**src/rtl/alu_share_ctrl.sv**
```systemverilog
// Round-robin arbiter that time-shares one external combinational ALU among
// NUM_REQ requesters: capture operands, execute for one cycle, then hold the result until the owner accepts it.
module alu_share_ctrl #(
    parameter int NUM_REQ = 4,
    parameter int XLEN    = 32,
    parameter int CNT_W   = 16
) (
    input  logic                    clk,
    input  logic                    rst,
    input  logic [NUM_REQ-1:0]      req_valid,
    output logic [NUM_REQ-1:0]      req_ready,
    input  logic [4*NUM_REQ-1:0]    req_op,
    input  logic [XLEN*NUM_REQ-1:0] req_a,
    input  logic [XLEN*NUM_REQ-1:0] req_b,
    output logic [NUM_REQ-1:0]      resp_valid,
    input  logic [NUM_REQ-1:0]      resp_ready,
    output logic [XLEN-1:0]         resp_result,
    output logic                    resp_err,
    output logic [3:0]              alu_op,
    output logic [XLEN-1:0]         alu_a,
    output logic [XLEN-1:0]         alu_b,
    input  logic [XLEN-1:0]         alu_result,
    output logic                    busy,
    output logic [CNT_W-1:0]        op_count
);
    localparam int PTR_W = (NUM_REQ > 1) ? $clog2(NUM_REQ) : 1;

    localparam logic [1:0] S_IDLE = 2'd0;
    localparam logic [1:0] S_EXEC = 2'd1;
    localparam logic [1:0] S_RESP = 2'd2;

    logic [1:0]       state_reg, state_next;
    logic [PTR_W-1:0] rr_ptr_reg;
    logic [PTR_W-1:0] owner_reg;
    logic [3:0]       op_reg;
    logic [XLEN-1:0]  a_reg, b_reg, result_reg;
    logic             err_flag_reg, err_reg;
    logic [CNT_W-1:0] cnt_reg;

    logic [3:0]      op_arr [NUM_REQ];
    logic [XLEN-1:0] a_arr  [NUM_REQ];
    logic [XLEN-1:0] b_arr  [NUM_REQ];

    generate
        for (genvar gi = 0; gi < NUM_REQ; gi++) begin : g_slice
            assign op_arr[gi] = req_op[4*gi +: 4];
            assign a_arr[gi]  = req_a[XLEN*gi +: XLEN];
            assign b_arr[gi]  = req_b[XLEN*gi +: XLEN];
        end
    endgenerate

    function automatic logic op_is_legal(input logic [3:0] op);
        case (op)
            4'b0000, 4'b1000, 4'b0111, 4'b0110, 4'b0100,
            4'b0001, 4'b0101, 4'b1101, 4'b0010, 4'b0011: op_is_legal = 1'b1;
            default:                                      op_is_legal = 1'b0;
        endcase
    endfunction

    // Rotating-priority search: first valid requester at or after rr_ptr.
    logic             grant_found;
    logic [PTR_W-1:0] grant_idx;
    always_comb begin
        int idx;
        idx         = 0;
        grant_found = 1'b0;
        grant_idx   = '0;
        for (int k = 0; k < NUM_REQ; k++) begin
            idx = int'(rr_ptr_reg) + k;
            if (idx >= NUM_REQ) idx = idx - NUM_REQ;
            if (!grant_found && req_valid[idx]) begin
                grant_found = 1'b1;
                grant_idx   = PTR_W'(idx);
            end
        end
    end

    logic             accept;
    logic             resp_done;
    logic [3:0]       sel_op;
    logic             sel_legal;
    logic [PTR_W-1:0] ptr_next;

    assign accept    = (state_reg == S_IDLE) && grant_found;
    assign resp_done = (state_reg == S_RESP) && resp_ready[owner_reg];
    assign sel_op    = op_arr[grant_idx];
    assign sel_legal = op_is_legal(sel_op);
    assign ptr_next  = (grant_idx == PTR_W'(NUM_REQ - 1)) ? '0 : grant_idx + 1'b1;

    always_comb begin
        state_next = state_reg;
        case (state_reg)
            S_IDLE:  if (accept) state_next = S_EXEC;
            S_EXEC:  state_next = S_RESP;
            S_RESP:  if (resp_done) state_next = S_IDLE;
            default: state_next = S_IDLE;
        endcase
    end

    always_ff @(posedge clk) begin
        if (rst) begin
            state_reg    <= S_IDLE;
            rr_ptr_reg   <= '0;
            owner_reg    <= '0;
            op_reg       <= 4'b0000;
            a_reg        <= '0;
            b_reg        <= '0;
            err_flag_reg <= 1'b0;
            result_reg   <= '0;
            err_reg      <= 1'b0;
            cnt_reg      <= '0;
        end else begin
            state_reg <= state_next;
            if (accept) begin
                // Undefined opcodes execute as ADD and are flagged in the response.
                op_reg       <= sel_legal ? sel_op : 4'b0000;
                err_flag_reg <= ~sel_legal;
                a_reg        <= a_arr[grant_idx];
                b_reg        <= b_arr[grant_idx];
                owner_reg    <= grant_idx;
                rr_ptr_reg   <= ptr_next;
            end
            if (state_reg == S_EXEC) begin
                result_reg <= alu_result;
                err_reg    <= err_flag_reg;
            end
            if (resp_done && (cnt_reg != {CNT_W{1'b1}})) begin
                cnt_reg <= cnt_reg + 1'b1;
            end
        end
    end

    always_comb begin
        req_ready  = '0;
        resp_valid = '0;
        if (accept) req_ready[grant_idx] = 1'b1;
        if (state_reg == S_RESP) resp_valid[owner_reg] = 1'b1;
    end

    assign resp_result = result_reg;
    assign resp_err    = (state_reg == S_RESP) && err_reg;
    assign alu_op      = op_reg;
    assign alu_a       = a_reg;
    assign alu_b       = b_reg;
    assign busy        = (state_reg != S_IDLE);
    assign op_count    = cnt_reg;
endmodule

```
**config.mk**
```make
export PLATFORM = sky130hd
export DESIGN_NAME = alu_share_ctrl
export DESIGN_NICKNAME = d
export VERILOG_FILES = /design/src/rtl/alu_share_ctrl.sv
export SDC_FILE = /design/constraint.sdc
export NUM_CORES = 1
export LEC_CHECK = 0
export BUFFER_PORTS_ARGS = -buffer_cell sky130_fd_sc_hd__clkbuf_2
export CAP_MARGIN = 5
export CORE_AREA = 5 5 169 171
export CTS_CLUSTER_DIAMETER = 200
export DETAILED_ROUTE_END_ITERATION = 10
export DIE_AREA = 0 0 174 176
export GPL_TIMING_DRIVEN = 0
export MAX_ROUTING_LAYER = met4
export PLACE_DENSITY = 0.48
export SYNTH_ARGS = -nofsm -noshare
export SYNTH_HDL_FRONTEND = slang
export SYNTH_SLANG_ARGS = --single-unit
```
**constraint.sdc**
```tcl
create_clock -name clk -period 7.6 [get_ports clk]
set_input_delay 1.52 -clock clk [delete_from_list [all_inputs] [get_ports clk]]
set_output_delay 1.52 -clock clk [all_outputs]
set_load 0.005 [all_outputs]
```
==> Word-level counts from Yosys, hierarchy flattened <==
Memories as Yosys holds them, arrays and structs flattened.
Cells that the tools add are included.
{ "classes": {"add_sub_neg": 9, "multipliers": 0, "div_mod_pow": 0, "order_cmp": 13, "n_eq_ne": 6, "shifts": 0, "n_mux": 46, "n_bitwise": 2, "reduce_logical": 15} }
{ "op_table": {"columns": ["op", "count"], "rows": [
  ["two-way mux 32 bit", 8],
  ["binary-select mux 32 bit (select 2 bit)", 2],
  ["less-than comparator 32 x 4 -> 1 bit (second input constant)", 4],
  ["two-way mux 4 bit", 5],
  ["adder 16 x 1 -> 16 bit (second input constant)", 1],
  ["!= test 16 bit (second input constant)", 1],
  ["two-way mux 1 bit", 15],
  ["two-way mux 2 bit", 7],
  ["greater-or-equal comparator 3 bit (second input constant)", 4],
  ["subtractor 3 x 3 -> 4 bit (second input constant)", 3],
  ["binary-select mux 1 bit (select 2 bit)", 5],
  ["logical AND 1 bit", 9],
  ["binary-select mux 4 bit (select 2 bit)", 1],
  ["adder 2 x 2 -> 3 bit (second input constant)", 2],
  ["less-than comparator 2 x 3 -> 1 bit (second input constant)", 2],
  ["one-hot mux 2 bit (3 select lines)", 1],
  ["demux 1 bit (select 2 bit)", 2],
  ["equality test 2 bit (second input constant)", 2],
  ["greater-or-equal comparator 2 x 1 -> 1 bit (second input constant)", 2],
  ["!= test 2 bit (second input constant)", 2],
  ["subtractor 2 x 3 -> 4 bit (second input constant)", 1],
  ["adder 2 x 1 -> 3 bit (second input constant)", 1],
  ["greater-or-equal comparator 2 x 3 -> 1 bit (second input constant)", 1],
  ["logical NOT 1 bit", 3],
  ["other kinds (7)", 7]
]} }
{ "word_totals": {"ff_bits": 124, "latch_bits": 0, "ram_bits": 0, "mem_bits_ro": 16, "input_bits": 314, "output_inout_bits": 126, "elab_cells": 102, "n_memories": 1} }
{ "mem_list": {"columns": ["memory", "words", "width", "rd", "rd_clocked_by_memory_dff", "wr", "line_no", "rtl"], "rows": [
  ["(name not given)", 16, 1, 1, 0, 0, "53", "case (op)"]
]} }

==> Depth between registers and ports, before layout <==
An unclocked memory read counts as a cell.
{ "depth": {"word_depth": 21, "depth_mapped": 10, "depth_no_buf": 8} }

==> Least setup slack after synthesis <==
OpenSTA, ideal clock, no wires.
{ "synth_timing": {"path_type": "input to output", "startpoint": "input port req_valid[2]", "endpoint": "output port req_ready[0]", "arrival_ps": 3202, "required_ps": 6080, "path_slack_ps": 2878, "cell_stages": 8, "n_path_buf": 3, "path_cell_list": "nor2b_1 or4_1 and2_4 buf_6 clkbuf_1 buf_2 ha_1 and2_1"} }
{ "synth_between": {"elab_chain_cells": 18, "word_cells_on_any_way": 33, "cone_classes": "order compare (2); mux (23); reduce/logical (8)"} }
{ "synth_rtl": {"columns": ["element", "line_no", "rtl"], "rows": [
  ["start: declaration", "10", "input logic [NUM_REQ-1:0] req_valid,"],
  ["binary-select mux 1 bit (select 2 bit)", "71", "if (!grant_found && req_valid[idx]) begin"],
  ["two-way mux 1 bit (not written as such) (2 in series)", "71", null],
  ["two-way mux 1 bit", "71", null],
  ["logical NOT 1 bit", "71", null],
  ["logical AND 1 bit", "71", null],
  ["two-way mux 1 bit", "71", null],
  ["logical NOT 1 bit", "71", null],
  ["logical AND 1 bit", "71", null],
  ["two-way mux 1 bit", "71", null],
  ["logical NOT 1 bit", "71", null],
  ["logical AND 1 bit", "71", null],
  ["two-way mux 2 bit", "71", null],
  ["less-than comparator 2 x 3 -> 1 bit (not written as such) or greater-or-equal comparator 2 x 1 -> 1 bit (tied branches)", "136", "if (accept) req_ready[grant_idx] = 1'b1;"],
  ["logical AND 1 bit (not written as such)", "136", null],
  ["two-way mux 1 bit (not written as such)", "136", null],
  ["demux 1 bit (select 2 bit)", "136", null],
  ["two-way mux 4 bit (*)", "136", null],
  ["end: declaration", "11", "output logic [NUM_REQ-1:0] req_ready,"]
]} }
Mark *: on every way between the ends. The rest lies on a longest branch, timed or not. The select of a mux whose other input is x is not followed.

==> Final worst setup path <==
{ "layout_timing": {"startpoint": "input port req_valid[2]", "endpoint": "output port req_ready[3]"} }
{ "layout_between": {"elab_chain_cells": 18, "word_cells_on_any_way": 33, "cone_classes": "order compare (2); mux (23); reduce/logical (8)"} }
{ "layout_rtl": {"columns": ["element", "line_no", "rtl"], "rows": [
  ["binary-select mux 1 bit (select 2 bit)", "71", null],
  ["two-way mux 1 bit (not written as such) (2 in series)", "71", null],
  ["two-way mux 1 bit", "71", null],
  ["logical NOT 1 bit", "71", null],
  ["logical AND 1 bit", "71", null],
  ["two-way mux 1 bit", "71", null],
  ["logical NOT 1 bit", "71", null],
  ["logical AND 1 bit", "71", null],
  ["(+2 left out)", null, null],
  ["logical AND 1 bit", "71", null],
  ["two-way mux 2 bit (*)", "71", null],
  ["via grant_idx[1]", "62", "logic [PTR_W-1:0] grant_idx;"],
  ["less-than comparator 2 x 3 -> 1 bit (not written as such) or greater-or-equal comparator 2 x 1 -> 1 bit (tied branches)", "136", null],
  ["logical AND 1 bit (not written as such)", "136", null],
  ["two-way mux 1 bit (not written as such)", "136", null],
  ["demux 1 bit (select 2 bit) (*)", "136", null],
  ["two-way mux 4 bit (*)", "136", null]
]} }
The timed path passes the listed nets; every way through them passes the cells marked *. The select of a mux whose other input is x is not followed.

==> summary.txt <==
Run status
  • Status: complete, no violations

STA
  • RSZ-0062 raised after global routing: no
  • Max Freq: 182.0 MHz
  • Pins over their slew limit: 0
  • Slew @ Worst Pin: between 0.7 and 0.8 ns
  • Period utilization: 72.28%
  • Final worst-path setup slack: roughly 2.1 ns
  • Fin Clk Skew: roughly 0.009 ns
  • TNS Setup: 0 ns
  • Setup violations, final: 0
  • Slew Limit Headroom: 49.81%
  • Endpoints failing hold: 0
  • Crit path time final: approximately 5.5 ns

Power
  • Reg power frac: 32.0%
  • Sw frac: 35.77%
  • Logic pwr share: between 30% and 40%
  • P_sw: ~900 uW
  • Clock power share: approximately a third
  • Leak Pwr: between 4 and 5 nW
  • Int Pwr: 1.605 mW
  • Pwr dens: around 260 nW/um2
  • VDD IR max: 137.3 uV

Yosys
  • Post-synth net total: roughly 1200
  • Sequential share of the synthesized area: approximately two fifths
  • Area contributors post-synth: dfxtp_1 38%, nand2_1 19%, mux2i_1 7.0%
  • Top_reg_cell synth: dfxtp_1
  • Netlist cell types: 45
  • Syn. warnings: 0
  • FFs w/ async S/R, synth: 0%
  • Mean Syn Cell Area: approximately 7 um2
  • Yosys reg bits: 124
  • Mapped cell area: around 6500 um2
  • Synth Instances: roughly 900
  • Top cell type's share of synthesized area: a little under two fifths
  • Post-synth EDFFs: 0
  • Cell taking the most area after synthesis: dfxtp_1

Die
  • Die width: around 170 um
  • Die area: roughly 31000 um2
  • IO Pins: between 400 and 500
  • Die height: approximately 180 um
  • # rows: 60
  • Initial Utilization: around 24%
  • Core area: 26730 um2

Worst setup path
  • Slowest CP cell: clkbuf_1
  • Startpoint types: input pin
  • Worst EP arrival: between 3 and 4 ns
  • Crit Path Max Fanout: 11
  • Crit-path cells: clkbuf_2, nor2b_1, a211o_1, nand2_1, inv_1, clkbuf_1, buf_1, ha_1, and2_1, clkbuf_2
  • Max incr delay on CP: about 0.51 ns
  • Setup CP Type: in -> out
  • CP Data Required Time: 6.08 ns
  • Top cell by count, worst path: clkbuf_2
  • Cell family with most CP delay: buffers and inverters
  • Critical Path End Type: primary output
  • Worst path bufs/invs: 5

Detailed routing
  • Initial drt markers: between 400 and 500
  • Routed Antenna Nets: 0
  • Drt pass-1 iters: 4
  • Number of remaining DRC errors: 0
  • Via Count: between 7000 and 8000
  • WL final: approximately 31000 um
  • Routed wire length per instance: 18.18 um
  • Routed vias/inst: about 4.6

Job
  • Maxcap violations: 0

GRT
  • Initial antenna violation count: 0
  • Total congestion overflow: 0
  • Vias in the first global route: 8068
  • Total track usage: around 20%
  • Largest net degree at the start of global routing: 17
  • First-pass GRT wire length: 46340 um

Layout
  • Layout cells sized above 1: between 30% and 40%
  • Antenna cells: 0
  • Fin nets: 1676
  • Fillers: 3000
  • Post-layout instance area: roughly 9700 um2
  • Area Overhead vs Synth: 50.23%
  • Non-Filler Instances: between 1500 and 2000

CTS
  • Sink Count: between 100 and 150
  • H-tree Lvls: 4
  • CTS tree: built
  • Number of CTS-inserted buffers: 17
  • Clk Latency, worst-skew pair: approximately 0.42 ns
  • Post-CTS Setup Bufs: 0
  • Post-cts hold buffer count: 0
  • Root Buffer: clkbuf_16
  • Reg clk slew, reported paths: around 0.06 ns
  • Clock buffer depth: 2
  • Post-CTS Resized: 0

Placement
  • Hpwl dp: around 25000 um
  • Cell Area, Placed: about 9000 um2
  • Port bufs: 439
  • Gpl congestion: between 0.8 and 0.9
  • Post-Place Cells: 1679
  • Place WS: between 2 and 2.5 ns

Min path
  • Hold Path Class: reg -> reg
==> cell usage in the layout (no fill, tap or decap), types with 9 or more instances in the layout <==
cell,n
buf_2,9
nor2_1,25
clkbuf_1,56
o22ai_1,41
clkbuf_2,439
clkbuf_16,17
a22oi_1,42
nand2_1,328
nand3_1,72
dfxtp_1,124
a21oi_1,67
mux2i_1,45
==> per-stage QoR <==
stage	util [%]	hold slack (ns)	total power, mW
2_1_floorplan	-	0.4317	1.272
3_3_place_gp	34.02	0.4430	1.645
3_5_place_dp	34.02	0.4454	1.647
4_1_cts	36.36	0.4543	2.546
5_1_grt	36.36	0.4729	2.662
6_report	36.36	0.4523	2.498
==> Yosys cell counts (5+ instances only) <==
library cell    n
nand2_1       328
dfxtp_1       124
nand3_1        72
a21oi_1        67
clkbuf_1       56
mux2i_1        45
a22oi_1        42
o22ai_1        41
nor2_1         25
buf_2           9
inv_1           7
xnor2_1         7
nand4_1         6
nor2b_1         6
or3_1           6
xor2_1          6
and2_1          5
ha_1            5
==> kinds of logic after synthesis <==
family                   Yosys count  synth area share (%)
buffers and inverters             78                 4.952
multiplexers                      48                 7.717
AO/OA/AOI/OAI                    166                 16.07
flip-flops                       124                 38.38
XOR/XNOR                          13                 1.760
adder cells (fa/ha/maj)            5                0.9671
AND/OR/NAND/NOR                  465                 30.16
==> cell type report <==
| cell class | count | area, um2 | share of cell area, % |
|---|---|---|---|
| clock inverter | 15 | 200.2 | 2.060 |
| inverter | 8 | 31.28 | 0.3219 |
| tap | 341 | 426.7 | 4.390 |
| multi-input combinational | 697 | 3666 | 37.72 |
| clock buffer | 17 | 425.4 | 4.377 |
| sequential | 124 | 2482 | 25.54 |
| timing repair buffer | 439 | 2197 | 22.61 |
| buffer | 70 | 289.0 | 2.974 |
==> power groups by stage <==
stage,registers (mW),clock network (mW),logic (mW)
after CTS,0.798,0.910,0.838
final,0.799,0.880,0.820
after floorplan,0.810,0,0.462
after detailed placement,0.811,0,0.836
after global placement,0.810,0,0.835
after global routing,0.808,0.936,0.918
==> worst reg2reg max path: stages (launching register included) <==
cell	delay (ns)
dfxtp_1	0.33
nor2b_1	0.14
or4b_1	0.20
and2_4	0.19
buf_6	0.16
clkbuf_1	0.55
clkbuf_1	0.65
nand2_1	0.17
nand3_1	0.12
nand3_1	0.08
a21oi_1	0.13
==> routing by layer <==
| layer | vias up | wire length [um] | global-route usage [%] |
|---|---|---|---|
| met3 | 32 | 1861 | 5.182 |
| met5 | - | 0 | - |
| met1 | 3638 | 13080 | 23.45 |
| met2 | 290 | 15580 | 34.07 |
| met4 | 0 | 586 | 5.147 |
| li1 | 3994 | - | - |
==> final timing paths <==
check	startpoint	endpoint	slack, ns	cells after the start
worst max-delay path	req_valid[2]	req_ready[3]	2.11	10
worst min-delay path	err_reg	err_reg	0.45	2
worst max register to register	rr_ptr_reg[0]	alu_a[29]	4.83	10
worst min register to register	err_reg	err_reg	0.45	2
Power figures use the tool's default switching activity.
